==> config.mk <==
export PLATFORM = sky130hd
export DESIGN_NAME = irq_coalescer
export DESIGN_NICKNAME = d
export VERILOG_FILES = /design/src/rtl/irq_coalescer.sv
export SDC_FILE = /design/constraint.sdc
export NUM_CORES = 1
export LEC_CHECK = 0
export BUFFER_PORTS_ARGS = -buffer_cell sky130_fd_sc_hd__buf_2
export CORE_ASPECT_RATIO = 1.25
export CORE_MARGIN = 2
export CORE_UTILIZATION = 50
export DETAILED_ROUTE_END_ITERATION = 10
export PLACE_DENSITY = 0.66
export SYNTH_ARGS = -nofsm -noshare
export SYNTH_HDL_FRONTEND = slang
export SYNTH_SLANG_ARGS = --single-unit
export TNS_END_PERCENT = 1
==> constraint.sdc <==
create_clock -name aclk -period 4.9 [get_ports aclk]
set_input_delay 0.98 -clock aclk [delete_from_list [all_inputs] [get_ports aclk]]
set_output_delay 0.98 -clock aclk [all_outputs]
set_load 0.005 [all_outputs]
==> src/rtl/irq_coalescer.sv <==
// Per-source interrupt coalescer: counts rising edges of each event line and emits one
// flush pulse per batch, on reaching a shared threshold or a timeout since the first event.
module irq_coalescer #(
  parameter int unsigned NUM_SRC = 8,
  parameter int unsigned CNT_W   = 8,
  parameter int unsigned TMO_W   = 16
) (
  input  logic               aclk,
  input  logic               aresetn,
  input  logic [NUM_SRC-1:0] evt_i,
  input  logic [NUM_SRC-1:0] bypass_i,
  input  logic [CNT_W-1:0]   thresh_i,
  input  logic [TMO_W-1:0]   timeout_i,
  output logic [NUM_SRC-1:0] irq_o,
  output logic [NUM_SRC-1:0] pend_o
);

  typedef enum logic {StIdle, StAccum} state_e;

  logic [NUM_SRC-1:0] evt_q;
  logic [NUM_SRC-1:0] ev;
  logic [CNT_W-1:0]   thr;
  logic               tmo_en;

  // A held level counts once; after reset evt_q is 0 so a high level is one event.
  assign ev     = evt_i & ~evt_q;
  assign thr    = (thresh_i == '0) ? CNT_W'(1) : thresh_i;
  assign tmo_en = (timeout_i != '0);

  always_ff @(posedge aclk or negedge aresetn) begin
    if (!aresetn) begin
      evt_q <= '0;
    end else begin
      evt_q <= evt_i;
    end
  end

  for (genvar g = 0; g < NUM_SRC; g++) begin : g_src
    state_e           state_q, state_d;
    logic [CNT_W-1:0] cnt_q, cnt_d, cnt_inc;
    logic [TMO_W-1:0] tmr_q, tmr_d, tmr_inc;
    logic             irq_q, irq_d;
    logic             flush;

    always_comb begin
      state_d = state_q;
      cnt_d   = cnt_q;
      tmr_d   = tmr_q;
      irq_d   = 1'b0;
      flush   = 1'b0;
      // cnt stays below thr while accumulating, so the increment cannot wrap.
      cnt_inc = cnt_q + CNT_W'(ev[g]);
      tmr_inc = (tmr_q == '1) ? tmr_q : tmr_q + TMO_W'(1);

      if (bypass_i[g]) begin
        state_d = StIdle;
        cnt_d   = '0;
        tmr_d   = '0;
        irq_d   = ev[g];
      end else begin
        unique case (state_q)
          StIdle: begin
            if (ev[g]) begin
              if (thr == CNT_W'(1)) begin
                flush = 1'b1;
              end else begin
                state_d = StAccum;
                cnt_d   = CNT_W'(1);
                tmr_d   = '0;
              end
            end
          end
          StAccum: begin
            cnt_d = cnt_inc;
            tmr_d = tmr_inc;
            flush = (cnt_inc >= thr) || (tmo_en && (tmr_inc >= timeout_i));
          end
        endcase

        if (flush) begin
          irq_d   = 1'b1;
          state_d = StIdle;
          cnt_d   = '0;
          tmr_d   = '0;
        end
      end
    end

    always_ff @(posedge aclk or negedge aresetn) begin
      if (!aresetn) begin
        state_q <= StIdle;
        cnt_q   <= '0;
        tmr_q   <= '0;
        irq_q   <= 1'b0;
      end else begin
        state_q <= state_d;
        cnt_q   <= cnt_d;
        tmr_q   <= tmr_d;
        irq_q   <= irq_d;
      end
    end

    assign irq_o[g]  = irq_q;
    assign pend_o[g] = (state_q == StAccum);
  end

endmodule

# Yosys cells after proc, flatten, opt, wreduce, memory -nomap -nowiden
# Cells that the tools add are included.
dict set report totals {
  romBits 0
  latch_bits 0
  register_bits 216
  output_inout_bits 16
  mem_count 0
  in_bits 42
  ramBits 0
  word_cells 275
}
dict set report classes {
  bitwise 10
  shift 0
  mux 149
  order_cmp 16
  n_reduce_logical 26
  div 0
  n_eq_ne 25
  addsub 16
  multipliers 0
}
# cell n
set ops {}
lappend ops {{2-to-1 mux 16 bit} 33}
lappend ops {{case mux 16 bit (2 select lines)} 8}
lappend ops {{2-to-1 mux 8 bit} 26}
lappend ops {{adder 16 x 1 -> 16 bit, second input constant} 8}
lappend ops {{== test 16 bit, second input constant} 8}
lappend ops {{greater-or-equal comparator 16 bit} 8}
lappend ops {{case mux 8 bit (2 select lines)} 8}
lappend ops {{2-to-1 mux 1 bit} 66}
lappend ops {{adder 8 x 1 -> 8 bit} 8}
lappend ops {{greater-or-equal comparator 8 bit} 8}
lappend ops {{inequality test 4 bit, second input constant} 16}
lappend ops {{case mux 1 bit (2 select lines)} 8}
lappend ops {{AND reduction 2 bit} 8}
lappend ops {{nonzero test 16 bit} 1}
lappend ops {{bitwise AND 8 bit} 1}
lappend ops {{== test 8 x 1 -> 1 bit, second input constant} 1}
lappend ops {{logical AND 1 bit} 8}
lappend ops {{zero test 8 bit} 1}
lappend ops {{logical OR 1 bit} 8}
lappend ops {{inverter 1 bit} 8}
lappend ops {{inverter 8 bit} 1}

# Depth between registers and ports, before layout
dict set report logic_depth {
  depth_word 9
  ltp_mapped 17
}

# Worst setup path before layout
# No wires, ideal clock.
dict set report synth_path {
  path_kind {reg-to-reg}
  from {reg g_src[7].tmr_q[0]}
  to {reg g_src[7].tmr_q[8]}
  setup_time_ps 76
  t_arrival_ps 3793
  slack_ps 1030
  synth_period_minus_slack_ps 3870
  stages_incl_launch_ff 17
  required_time_ps 4824
  path_cell_list {dfrtp_1 > ha_1 > and3_1 > nand3_1 > or4_1 > buf_4 > nand2_1 > nor3_1 > or2_2 > ha_1 > a21oi_1 > o21ai_0 > a2111oi_0 > o221ai_2 > or2_1 > or3_1 > o21ai_1}
}
dict set report synth_between {
  elab_chain_cells 9
  elab_cells_between_ends 14
  classes_between {add/sub: 1; order compare: 1; eq/ne: 3; mux: 6; reduce/logical: 3}
}
# element line_no
set synth_lines {}
lappend synth_lines {{from (decl)} 41} ;# logic [TMO_W-1:0] tmr_q, tmr_d, tmr_inc;
lappend synth_lines {{from (signal assigned)} 98} ;# tmr_q <= tmr_d;
lappend synth_lines {{adder 16 x 1 -> 16 bit or == test 16 bit (tied branches)} 53} ;# tmr_inc = (tmr_q == '1) ? tmr_q : tmr_q + TMO_W'(1);
lappend synth_lines {{2-to-1 mux 16 bit (*)} 53}
lappend synth_lines {{greater-or-equal comparator 16 bit} 76} ;# flush = (cnt_inc >= thr) || (tmo_en && (tmr_inc >= timeout_i));
lappend synth_lines {{logical AND 1 bit} 76}
lappend synth_lines {{logical OR 1 bit} 76}
lappend synth_lines {{case mux 1 bit (2 select lines)} 61} ;# unique case (state_q)
lappend synth_lines {{2-to-1 mux 1 bit} 55} ;# if (bypass_i[g]) begin
lappend synth_lines {{inequality test 4 bit (no source line) or 2-to-1 mux 16 bit (tied branches)} -}
lappend synth_lines {{AND reduction 2 bit (no source line) or 2-to-1 mux 16 bit (tied branches)} -}
# Mark *: on every way between the ends. The rest lies on a longest branch, timed or not. The select of a mux whose other input is x is not followed.
# A chain may end at the register's enable or synchronous reset.

# Final worst setup path
dict set report layout_path {
  from {reg g_src[7].tmr_q[0]}
  to {reg g_src[7].tmr_q[7]}
}
# Same word-level chain as after synthesis.

==> Implementation_results.wiki <==
{| class="wikitable"
! Metric !! Value
|-
| Post-synthesis cell type count || 86
|-
| Number of antenna violations at the first check in global routing || 0
|-
| Overall fraction of global-route tracks in use || between 20% and 30%
|-
| H-tree Lvls || 1
|-
| Vert. Die Dim || 209 um
|-
| Endpoint required time on the critical path || between 5 and 6 ns
|-
| Clk sink count || approximately 220
|-
| Critical path fanouts, max || 11
|-
| Layout overhead on the synthesized area || 9.86%
|-
| Summed negative setup slack over all endpoints || 0 ns
|-
| Inserted Clock Buffers || 26
|-
| Cell at the root of the clock tree || sky130_fd_sc_hd__clkbuf_16
|-
| Setup bufs post-CTS || 0
|-
| Max Root-Sink Buffers || 3
|-
| Final-stage net count || approximately 2,200
|-
| Length in cells of the worst reg-to-reg path || 16
|-
| Die Footprint || around 35,000 um2
|-
| Setup violators final || 0
|-
| Crit path largest cell delay || between 0.5 and 0.6 ns
|-
| Count of flip-flops with a built-in enable after synthesis || 0
|-
| CTS Hold Bufs || 0
|-
| Total of flip-flops plus latches after synthesis || around 220
|-
| Vias in the first global route || between 10,000 and 15,000
|-
| Hpwl dp || between 30 and 40 mm
|-
| Detail-routed via count per cell || 6.09
|-
| Number of antenna diodes || 0
|-
| Core Footprint || between 30,000 and 40,000 um2
|-
| Total power per unit cell area || approximately 230 nW/um2
|-
| I/O Buffers || 57
|-
| Combinational family with the most area after synthesis || simple AND/OR/NAND/NOR gates
|-
| Mux share of post-synthesis cell area || less than 1%
|-
| Post-DP Area || ~18,000 um2
|-
| Leakage || around 9.0 nW
|-
| Arrival time worst endpoint || approximately 5 ns
|-
| Slack of the worst reg-to-reg path || 0.50 ns
|-
| Most used flip-flop cell after synthesis || sky130_fd_sc_hd__dfrtp_1
|-
| Std-Cell Rows || 75
|-
| Total wirelength of the detailed-routed design || 45.7 mm
|-
| Remaining DRCs || 0
|-
| Crit. End Element || flip-flop
|-
| Clk Latency, worst-skew pair || 0.56 ns
|-
| Fmax || around 230 MHz
|-
| Run status || completed
|-
| Cell types with the largest area share after synthesis || sky130_fd_sc_hd__dfrtp_1, sky130_fd_sc_hd__ha_1, sky130_fd_sc_hd__a22o_1, sky130_fd_sc_hd__a21oi_1, sky130_fd_sc_hd__nand2_1
|-
| Worst Setup Slack, final || about 0.5 ns
|-
| Clock edge transition at the registers on the reported setup and hold paths || about 0.060 ns
|-
| Pre-Repair DR Iteration Count || 5
|-
| Number of DRC markers in iteration 0 || 822
|-
| Sequential area share after synthesis || roughly a third
|-
| Ordered cell list for the critical path || ha_1 -> and3_1 -> nand3_1 -> or4_1 -> nand2_1 -> nor3_1 -> or2_2 -> ha_1 -> a21oi_1 -> o21ai_0 -> a2111oi_0 -> o221ai_2 -> nor2_2 -> buf_4 -> a21o_1 -> a21o_1
|-
| Worst setup path class || flip-flop to flip-flop
|-
| Highest-count cells in the layout ignoring fill and taps || sky130_fd_sc_hd__ha_1, sky130_fd_sc_hd__dfrtp_1, sky130_fd_sc_hd__nand2_1
|-
| Synthesized Nets || ~2,100
|-
| TritonCTS clock tree || done
|-
| Avg WL per Cell || 19.2 um
|-
| Die Span X || 168 um
|-
| Simple-gate share of the synthesized area || between 20% and 30%
|-
| Fraction of synthesis flops using an asynchronous set or reset pin || 100%
|-
| Cell type contributing the most total cell area after synthesis || sky130_fd_sc_hd__dfrtp_1
|-
| CTS-repair resized insts || 0
|-
| Final Hold Vio Count || 0
|-
| Kind of cell adding the most delay to the critical path || simple AND/OR/NAND/NOR gates
|-
| Normalized max-slew margin || about 44%
|-
| Number of pins exceeding their max-slew limit in the final report || 0
|-
| Number of top-level pins || 58
|-
| Netlist area before placement || around 17,000 um2
|-
| Worst reg2reg startpoint || g_src[7].tmr_q[0]
|-
| Final-layout worst hold slack || 0.317 ns
|-
| Worst Path Buf+Inv || 1
|-
| Syn Inst Count || roughly 1,900
|-
| Pin count of the biggest net entering global routing || approximately 110
|-
| RSZ-0062 raised after global routing || false
|-
| Per-instance average area after synthesis || 8.96 um2
|-
| Starting density of the core || 50.5%
|-
| MaxCap Viol Count || 0
|-
| Final clock period utilization by the worst path || between 80% and 90%
|-
| Share of synthesized cell area in full adder, half adder and majority cells || between 10% and 20%
|-
| Cell Count Post-Placement || approximately 2,300
|-
| Category of the worst setup path launch point || flip-flop
|-
| Slew at the pin with the worst max-slew slack || 0.836 ns
|-
| Compound-gate portion of the synthesized area || 19.6%
|-
| Path category of the worst min-delay check || primary input to async pin
|-
| First-pass GRT wire length || around 73 mm
|-
| Post-synthesis share of cell area spent on xor and xnor gates || 5.84%
|-
| Yosys top cell area share || 32.2%
|-
| Final cell utilization of the core || 55.4%
|-
| Cell at the slowest stage of the critical path || sky130_fd_sc_hd__or4_1
|-
| Total via count after detailed routing || ~14,000
|-
| Max rail drop VDD || 0.000218 V
|-
| Final critical delay including setup and external delays || approximately 4.4 ns
|-
| Total grt overflow || 0
|-
| Clock tree skew after final layout || roughly 0.025 ns
|-
| R2r endpoint || g_src[7].tmr_q[7]
|-
| Weighted congestion reported at the end of routability-driven placement || 0.896
|-
| Post-route antenna net violation count || 0
|-
| Synth warnings || 0
|-
| Number of standard cells in the final layout excluding fillers || 2,378
|-
| Fraction of layout instances using a drive strength above 1 || 10.6%
|-
| Overall Power || ~4.3 mW
|-
| Post-place setup slack || between 0.5 and 0.6 ns
|-
| Final cell area excluding filler cells || approximately 18,000 um2
|}
[power breakdown]
group	internal (mW)	switching [mW]
clock	1.10	0.803
combinational	0.176	0.339
sequential	1.81	0.0280
total	3.09	1.17
[routing by layer]
layer  vias to the layer above  part of all wire (%)  track usage (%)
li1                       7049                     -                -
met1                      7068                    45             34.2
met2                       282                    48             44.5
met3                        77                   4.1             2.97
met4                         0                   3.1             8.91
met5                         -                     0                0
[layout make-up]
type / count / area [um2]
clock buffer: 37 / 743
clock inverter: 11 / 82.6
fill: 2994 / 14800
inverter: 77 / 289
multi-input combinational: 1513 / 10800
sequential: 216 / 5410
tap: 423 / 529
timing repair buffer: 101 / 638
[Yosys cell counts, types with 4 or more instances]
master,count
sky130_fd_sc_hd__a21oi_1,134
sky130_fd_sc_hd__a2111oi_0,9
sky130_fd_sc_hd__mux2i_1,6
sky130_fd_sc_hd__clkbuf_1,29
sky130_fd_sc_hd__a31oi_1,21
sky130_fd_sc_hd__and4_1,12
sky130_fd_sc_hd__or3b_2,4
sky130_fd_sc_hd__nand3b_1,4
sky130_fd_sc_hd__and2_1,13
sky130_fd_sc_hd__nand3_1,117
sky130_fd_sc_hd__a211o_1,4
sky130_fd_sc_hd__a211oi_1,12
sky130_fd_sc_hd__nor3b_1,6
sky130_fd_sc_hd__or2_2,16
sky130_fd_sc_hd__buf_2,17
sky130_fd_sc_hd__a21o_1,21
sky130_fd_sc_hd__nor4_1,8
sky130_fd_sc_hd__nand2b_1,25
sky130_fd_sc_hd__or3_1,23
sky130_fd_sc_hd__nor2_1,108
sky130_fd_sc_hd__mux2_2,8
sky130_fd_sc_hd__o21ai_0,76
sky130_fd_sc_hd__a221oi_1,8
sky130_fd_sc_hd__xnor2_1,69
sky130_fd_sc_hd__o21ai_1,11
sky130_fd_sc_hd__ha_1,216
sky130_fd_sc_hd__inv_1,77
sky130_fd_sc_hd__o21a_1,24
sky130_fd_sc_hd__nor4_2,4
sky130_fd_sc_hd__o31ai_1,8
sky130_fd_sc_hd__nor3_1,42
sky130_fd_sc_hd__o22a_1,4
sky130_fd_sc_hd__nand4_1,41
sky130_fd_sc_hd__and3_1,44
sky130_fd_sc_hd__nand2_1,173
sky130_fd_sc_hd__o2111ai_1,4
sky130_fd_sc_hd__a22o_1,103
sky130_fd_sc_hd__buf_4,20
sky130_fd_sc_hd__dfrtp_1,216
sky130_fd_sc_hd__o211ai_1,6
sky130_fd_sc_hd__nor2b_1,22
sky130_fd_sc_hd__xor2_1,43
[flip-flops by register name, indices dropped and copies added, names as in the netlist]
| register | flops |
|---|---|
| evt_q | 8 |
| g_src.irq_q | 8 |
| g_src.tmr_q | 128 |
| g_src.state_q | 8 |
| g_src.cnt_q | 64 |
[cells by family after synthesis]
family | after synthesis
simple gates | 690
fa+ha+maj | 216
mux | 15
buf+inv | 146
compound gates | 480
xor+xnor | 112
flops | 216
[worst max path at each step]
stage                                 start                end  slack [ns]  cells past startpoint
final                     g_src[7].tmr_q[0]  g_src[7].tmr_q[7]        0.50                     16
after global routing      g_src[2].tmr_q[0]  g_src[2].cnt_q[2]        0.19                     14
after CTS                 g_src[7].tmr_q[0]  g_src[7].tmr_q[6]        0.51                     16
after detailed placement  g_src[7].tmr_q[0]  g_src[7].tmr_q[6]        0.53                     16
after global placement    g_src[7].tmr_q[0]  g_src[7].tmr_q[7]        0.60                     16
after floorplan           g_src[7].tmr_q[0]  g_src[7].tmr_q[8]        1.03                     16
No activity file was read; power rests on OpenSTA's default activity.
